[src/rtl/grf_sb_pkg.sv]
// Shared constants and drain FSM encoding for the GRF scoreboard.
package grf_sb_pkg;

  localparam int NUM_REGS = 32;
  localparam int REG_AW = 5;
  localparam logic [REG_AW-1:0] ZERO_REG = 5'd0;

  typedef enum logic [1:0] {
    IDLE  = 2'd0,
    DRAIN = 2'd1,
    DONE  = 2'd2,
    HOLD  = 2'd3
  } sb_state_t;

endpackage

[src/rtl/sb_cnt_slot.sv]
// Pending-write counter for one architectural register; saturates at both ends.
// Exposes a "last write pending" flag only when SB_WB_BYPASS_EN is defined.
module sb_cnt_slot #(
  parameter int CNT_W = 2
) (
  input  logic clk,
  input  logic reset,
  input  logic clr,
  input  logic inc,
  input  logic dec,
  output logic nz,
  output logic full
`ifdef SB_WB_BYPASS_EN
  ,
  output logic one
`endif
);

  localparam logic [CNT_W-1:0] CNT_MAX = '1;
  localparam logic [CNT_W-1:0] CNT_ONE = CNT_W'(1);

  logic [CNT_W-1:0] cnt_reg;
  logic [CNT_W-1:0] cnt_next;
  logic             dec_eff;

  // A writeback against an empty counter is an error elsewhere; never underflow here.
  assign dec_eff = dec & nz;
  assign nz      = (cnt_reg != '0);
  assign full    = (cnt_reg == CNT_MAX);
`ifdef SB_WB_BYPASS_EN
  assign one     = (cnt_reg == CNT_ONE);
`endif

  always_comb begin
    cnt_next = cnt_reg;
    if (clr) begin
      cnt_next = '0;
    end else if (inc && !dec_eff && !full) begin
      cnt_next = cnt_reg + CNT_ONE;
    end else if (dec_eff && !inc) begin
      cnt_next = cnt_reg - CNT_ONE;
    end
  end

  always_ff @(posedge clk) begin
    if (reset) begin
      cnt_reg <= '0;
    end else begin
      cnt_reg <= cnt_next;
    end
  end

endmodule

[src/rtl/grf_scoreboard.sv]
// Register-file scoreboard: per-register pending writes, D-stage stall, drain FSM.
// Optional macro SB_WB_BYPASS_EN lets a reader pass in the cycle its last write retires.
module grf_scoreboard
  import grf_sb_pkg::*;
#(
  parameter int CNT_W        = 2,
  parameter int MAX_INFLIGHT = 4
) (
  input  logic              clk,
  input  logic              reset,
  input  logic              issue_valid,
  input  logic [REG_AW-1:0] issue_rs,
  input  logic [REG_AW-1:0] issue_rt,
  input  logic              issue_use_rs,
  input  logic              issue_use_rt,
  input  logic              issue_wr,
  input  logic [REG_AW-1:0] issue_rd,
  output logic              issue_fire,
  output logic              stall,
  input  logic              wb_valid,
  input  logic [REG_AW-1:0] wb_rd,
  input  logic              flush,
  input  logic              drain_req,
  output logic              drain_done,
  output logic [NUM_REGS-1:0] busy_vec,
  output logic [3:0]        inflight,
  output logic              sb_err
);

  localparam logic [3:0] INFL_MAX = 4'(MAX_INFLIGHT);

  logic [NUM_REGS-1:0] nz_vec;
  logic [NUM_REGS-1:0] full_vec;
`ifdef SB_WB_BYPASS_EN
  logic [NUM_REGS-1:0] one_vec;
`endif

  logic [3:0] inflight_reg, inflight_next;
  logic       sb_err_reg, sb_err_next;
  sb_state_t  state_reg, state_next;

  logic wr_fire, wb_dec, wb_under;
  logic rs_busy, rt_busy, raw_hz, cap_hz;

  generate
    for (genvar gi = 0; gi < NUM_REGS; gi++) begin : g_slot
      if (gi == 0) begin : g_zero
        assign nz_vec[gi]   = 1'b0;
        assign full_vec[gi] = 1'b0;
`ifdef SB_WB_BYPASS_EN
        assign one_vec[gi]  = 1'b0;
`endif
      end else begin : g_reg
        logic inc, dec;
        assign inc = wr_fire  & (issue_rd == REG_AW'(gi));
        assign dec = wb_valid & (wb_rd == REG_AW'(gi));
        sb_cnt_slot #(.CNT_W(CNT_W)) u_slot (
          .clk   (clk),
          .reset (reset),
          .clr   (flush),
          .inc   (inc),
          .dec   (dec),
          .nz    (nz_vec[gi]),
          .full  (full_vec[gi])
`ifdef SB_WB_BYPASS_EN
          ,
          .one   (one_vec[gi])
`endif
        );
      end
    end
  endgenerate

  // Source hazards; the bypass only ever relaxes reads, never capacity.
`ifdef SB_WB_BYPASS_EN
  assign rs_busy = nz_vec[issue_rs] & ~(wb_valid & (wb_rd == issue_rs) & one_vec[issue_rs]);
  assign rt_busy = nz_vec[issue_rt] & ~(wb_valid & (wb_rd == issue_rt) & one_vec[issue_rt]);
`else
  assign rs_busy = nz_vec[issue_rs];
  assign rt_busy = nz_vec[issue_rt];
`endif

  assign raw_hz = (issue_use_rs & (issue_rs != ZERO_REG) & rs_busy)
                | (issue_use_rt & (issue_rt != ZERO_REG) & rt_busy);
  assign cap_hz = issue_wr & (issue_rd != ZERO_REG)
                & (full_vec[issue_rd] | (inflight_reg == INFL_MAX));

  assign stall      = issue_valid & (raw_hz | cap_hz | (state_reg != IDLE));
  assign issue_fire = issue_valid & ~stall;

  assign wr_fire  = issue_fire & issue_wr & (issue_rd != ZERO_REG);
  assign wb_dec   = wb_valid & (wb_rd != ZERO_REG) &  nz_vec[wb_rd];
  assign wb_under = wb_valid & (wb_rd != ZERO_REG) & ~nz_vec[wb_rd];

  always_comb begin
    inflight_next = inflight_reg;
    if (flush) begin
      inflight_next = '0;
    end else if (wr_fire && !wb_dec) begin
      inflight_next = inflight_reg + 4'd1;
    end else if (wb_dec && !wr_fire) begin
      inflight_next = inflight_reg - 4'd1;
    end
  end

  // A flushed cycle's writeback is discarded, so it cannot raise the error either.
  assign sb_err_next = sb_err_reg | (wb_under & ~flush);

  always_comb begin
    state_next = state_reg;
    case (state_reg)
      IDLE:  if (drain_req) state_next = DRAIN;
      DRAIN: if (inflight_reg == 4'd0) state_next = DONE;
      DONE:  state_next = drain_req ? HOLD : IDLE;
      HOLD:  if (!drain_req) state_next = IDLE;
      default: state_next = IDLE;
    endcase
  end

  always_ff @(posedge clk) begin
    if (reset) begin
      inflight_reg <= '0;
      sb_err_reg   <= 1'b0;
      state_reg    <= IDLE;
    end else begin
      inflight_reg <= inflight_next;
      sb_err_reg   <= sb_err_next;
      state_reg    <= state_next;
    end
  end

  assign drain_done = (state_reg == DONE);
  assign busy_vec   = nz_vec;
  assign inflight   = inflight_reg;
  assign sb_err     = sb_err_reg;

endmodule

[config.mk]
export PLATFORM = sky130hd
export DESIGN_NAME = grf_scoreboard
export DESIGN_NICKNAME = d
export VERILOG_FILES = /design/src/rtl/grf_sb_pkg.sv /design/src/rtl/sb_cnt_slot.sv /design/src/rtl/grf_scoreboard.sv
export SDC_FILE = /design/constraint.sdc
export NUM_CORES = 1
export LEC_CHECK = 0
export BUFFER_PORTS_ARGS = -buffer_cell sky130_fd_sc_hd__buf_2
export CORE_MARGIN = 2
export CORE_UTILIZATION = 50
export DETAILED_ROUTE_END_ITERATION = 7
export GPL_TIMING_DRIVEN = 0
export HOLD_SLACK_MARGIN = 0.12
export PLACE_DENSITY = 0.69
export SYNTH_ARGS = -nofsm -noshare
export SYNTH_HDL_FRONTEND = slang
export SYNTH_SLANG_ARGS = --single-unit
[constraint.sdc]
create_clock -name clk -period 5.47 [get_ports clk]
set_clock_uncertainty 0.05 [all_clocks]
set_input_delay 0.8205 -clock clk [delete_from_list [all_inputs] [get_ports clk]]
set_output_delay 0.8205 -clock clk [all_outputs]
set_load 0.005 [all_outputs]
==> impl.org <==
** Setup path
- Crit path DAT :: about 5.0 ns
- Depth of the worst register-to-register path :: 18
- The critical path goes through buf_2 > clkbuf_1 > clkbuf_1 > nor3b_1 > o21bai_1 > o311ai_0 > a211oi_1 > a31o_2 > a311oi_1 > and2_1 > and3_1 > ha_1 > inv_1 > ha_1 > a21o_1 > a21oi_1 > xnor2_1 > or3_1 > a21oi_1.
- In this run the worst setup path terminates at inflight[3].
- Of all nets on the critical path, the largest fanout is 10.
- The number of buffers and inverters on the critical path is 4.
- The largest single stage delay on the critical path is 0.50 ns.
- Tracing the worst setup path back leads to its startpoint at issue_rs[1].
- Required time at the worst-slack endpoint :: ~5.7 ns
- In this run the critical register-to-register path is captured at inflight[3].
- The worst setup path is captured at a flip-flop.
- Across all register-to-register paths, the minimum setup slack is approximately 0.75 ns.
- Worst setup path category :: primary input to flip-flop
- The startpoint identified for the worst register-to-register timing path is g_slot[26].g_reg.u_slot.cnt_reg[1].
- Family with the most delay on the worst path :: compound AO/OA/AOI/OAI gates
- Critical path depth in cells :: 19
- On the critical path, the stage with the largest delay is an instance of clkbuf_1.
- The worst setup path is launched from a primary input.

** Clocking
- Max Buffers Root-to-Sink :: 2
- Sink count of the clock tree :: between 60 and 70
- CTS clk-pin slew, worst paths :: around 0.06 ns
- Number of instances resized during post-cts repair :: 0
- CTS placed an instance of clkbuf_16 at the clock tree root.
- The clock tree synthesis step divided the H-tree into 3 levels.
- Clock latency at the later pin of the worst-skew pair :: 0.35 ns
- Number of setup buffers added after CTS :: 0
- Number of CTS-inserted buffers :: 9
- For this design, the CTS-stage hold fixing added 0 buffers.
- TritonCTS built the clock tree.

** Detailed routing
- Avg WL per Cell :: just over 20 um
- DRC :: 0
- The final layout contains routed wiring with a total length of around 22,000 um.
- In this run, the number of DRC markers left after iteration 0 of detailed routing was roughly 800.
- Via density per instance :: around 6.4
- The count of nets left with antenna violations once routing finished came out at 0.
- Number of iterations in the first detailed-routing pass :: 6
- Summing over every cut layer, the via total after detailed routing is 6,865.

** STA
- The number of hold violations in the final report was 0.
- Total Neg Setup Slack :: 0 ns
- Period utilisation layout :: between 80% and 90%
- At the pin with the least slew margin, the transition time is 0.971 ns.
- For this run, the top clock speed supported by timing is between 0.2 and 0.25 GHz.
- Setup repair after global routing left no endpoint under its margin.
- The smallest clock period supported by the final layout is computed as 4.78 ns.
- Slew HR :: a little over a third
- Final Max Slew Viols :: 0
- Count of endpoints failing setup in the final report :: 0

** Synthesis
- The mapped netlist covers between 5000 and 6000 um2.
- Number of enable-type register cells in the synthesized netlist :: 0
- The Yosys step of the flow raised 0 warnings.
- Mapped Nets :: 891
- Averaged over all synthesized cells, the footprint is 6.89 um2.
- In this run, synthesis produced a sequential element count of between 60 and 70.
- Among all flip-flop cells after synthesis, the most frequent one is dfxtp_1.
- Synth cell types :: between 60 and 70
- In the synthesized netlist the async set-or-reset flop fraction comes to 0%.
- In the synthesized netlist, the number of instances is 858.
- Sequential cell area fraction in the yosys report :: between 20% and 30%

** Place
- The placed instances occupy a cell area of 6380 um2.
- Routability-driven placement finished with a final weighted congestion of 0.990.
- In this run, placement finished with an instance count of 1,058.
- HPWL after detailed placement :: about 17,000 um
- During placement, the flow inserted port buffers numbering 57.

** Power
- Dividing total power by cell area gives a power density of 206 nW/um2.
- In this run, the clock network consumes between 40% and 50% of the power.
- Overall power :: 1.38 mW
- The share of total power dissipated in sequential elements is a little under two fifths.
- The internal power of the cells totals 975 uW.
- Switching Fraction :: between 20 and 30%
- Comb power frac :: about 17%
- Net switching component of the power :: about 400 uW
- VDD sags by at most between 0.15 and 0.2 mV.
- For this design the static power due to leakage is between 2 and 3 nW.

** Layout
- Fraction of layout instances using a drive strength above 1 :: 15.0%
- After the flow finishes, the layout carries non-filler instances totaling 1,074.
- In the final layout, the multi-input gates occupy between 3000 and 4000 um2.
- Final cell area excluding filler cells :: between 6000 and 7000 um2
- The library cells used most frequently in the layout, excluding fill and tap cells, are nor2_1 (107), nand2_1 (91), dfxtp_1 (69).
- Post-layout nets :: 959
- The repair_antennas step left the layout with diodes totalling 0.
- Layout Utilization :: 58.3%
- Most frequent standard cell in the layout excluding fill and tap cells :: nor2_1
- The register with the most flip-flops in the layout has 62 of them.
- From synthesis to final layout, the design area changed by 13.1%.
- Fillers :: around 1,100
- Registers take 1380 um2.

** Floorplanning
- In this run the horizontal extent of the chip is approximately 110 um.
- For this configuration, the core starts out at a cell density of 51.6%.
- Area of the placeable core :: roughly 11,000 um2
- The die is between 100 and 150 um tall.
- The initialized floorplan defines 39 standard-cell rows.
- The floorplan step defined a die boundary enclosing ~13,000 um2.
- I/O Pins :: 69

** Global routing
- Sum of overflow across all layers after global routing :: 0
- Global routing used between 30 and 40% of the available tracks across all layers.
- The via count of the first global-routing pass was between 6,000 and 7,000.
- First-pass GRT wire length :: around 34,000 um
- The number of antenna violations at the first check in global routing was 0.
- Entering global routing, the biggest net connects 12 pins.

** Worst hold path
- The tightest min-delay check is of the flip-flop to flip-flop type.
- Cells on Worst Hold Path :: 2

** Outcome
- Run status :: complete, no violations

** Run
- Count of max-cap constraint violations :: 0
metal layers:
layer	vias to the layer above	share of wire (%)	global-route usage (%)
li1	3198	-	-
met1	3211	42	45.7
met2	398	45	54.9
met3	58	10	8.41
met4	0	3.1	13.7
met5	-	0	0
worst reg2reg max path, stage by stage (launching register included):
cell and delay, ns:
dfxtp_1 0.36, nor2_1 0.48, inv_2 0.07, mux4_2 0.48, nor2_1 0.10, a2111oi_0 0.07, or4_1 0.59, buf_2 0.21
a311oi_1 0.33, and2_1 0.20, and3_1 0.24, ha_1 0.21, inv_1 0.09, ha_1 0.27, a21o_1 0.17, a21oi_1 0.19
xnor2_1 0.09, or3_1 0.30, a21oi_1 0.14
power by group through the flow:
stage          clock network [mW]  logic, mW  registers [mW]
2_1_floorplan                   0      0.144           0.522
3_3_place_gp                    0      0.223           0.523
3_5_place_dp                    0      0.226           0.523
4_1_cts                     0.633      0.227           0.512
5_1_grt                     0.655      0.252           0.513
6_report                    0.633      0.234           0.512
cell families (layout without fill, tap and decap cells):
group / count (synthesis) / count (layout) / synth area share, %
adder cells (fa/ha/maj): 4 / 4 / 0.973
AO/OA/AOI/OAI: 207 / 207 / 22.0
XOR/XNOR: 21 / 21 / 3.11
other: 1 / 1 / 0.0634
AND/OR/NAND/NOR: 421 / 421 / 35.7
multiplexers: 18 / 18 / 5.23
flip-flops: 69 / 69 / 23.4
buffers and inverters: 117 / 190 / 9.59
stage by stage:
step / setup WS, ns / hold slack (ns)
final: 0.692 / 0.444
after global routing: 0.376 / 0.465
after CTS: 0.803 / 0.439
after detailed placement: 0.458 / 0.422
after global placement: 0.548 / 0.395
after floorplan: 1.04 / 0.402
cell type report:
type | instances | share of cell area [%]
Clock inverter | 4 | 1.09
Tap cell | 143 | 2.68
Sequential cell | 69 | 20.7
Buffer | 81 | 6.46
Inverter | 36 | 2.02
Timing Repair Buffer | 57 | 4.27
Clock buffer | 12 | 3.54
Multi-Input combinational cell | 672 | 59.3
worst min-delay path by stage:
stage,start,to,slack (ns)
5_1_grt,state_reg[1],state_reg[1],0.47
6_report,sb_err,sb_err,0.44
4_1_cts,sb_err,sb_err,0.44
3_5_place_dp,sb_err,sb_err,0.42
2_1_floorplan,state_reg[1],state_reg[1],0.40
3_3_place_gp,sb_err,sb_err,0.39
cell usage after synthesis (4+ instances only):
library cell,n,area (um2)
o31ai_1,7,52.6
a21oi_1,53,265
buf_2,6,30.0
nand4_1,13,81.3
o21bai_1,7,52.6
xor2_1,14,123
nor4_1,17,106
inv_1,34,128
a211oi_1,16,120
and3_1,9,56.3
a21boi_0,5,37.5
o21ai_0,63,315
a31oi_1,6,37.5
mux2i_1,5,50.1
buf_1,5,18.8
or2_2,10,62.6
xnor2_1,7,61.3
o311ai_0,7,61.3
o22ai_1,5,31.3
nand3_1,25,125
a21o_1,4,30.0
o221ai_1,4,35.0
nor2b_1,16,100
or4_1,4,30.0
nor3b_1,17,128
dfxtp_1,69,1380
nand2b_1,8,50.1
nor2_1,107,402
nor3_1,58,290
or3_1,11,68.8
o2111ai_1,4,35.0
nand2_1,91,342
o211ai_1,5,37.5
buf_4,32,240
clkbuf_1,38,143
mux4_2,10,225
and2_1,18,113
Power figures use the tool's default switching activity.
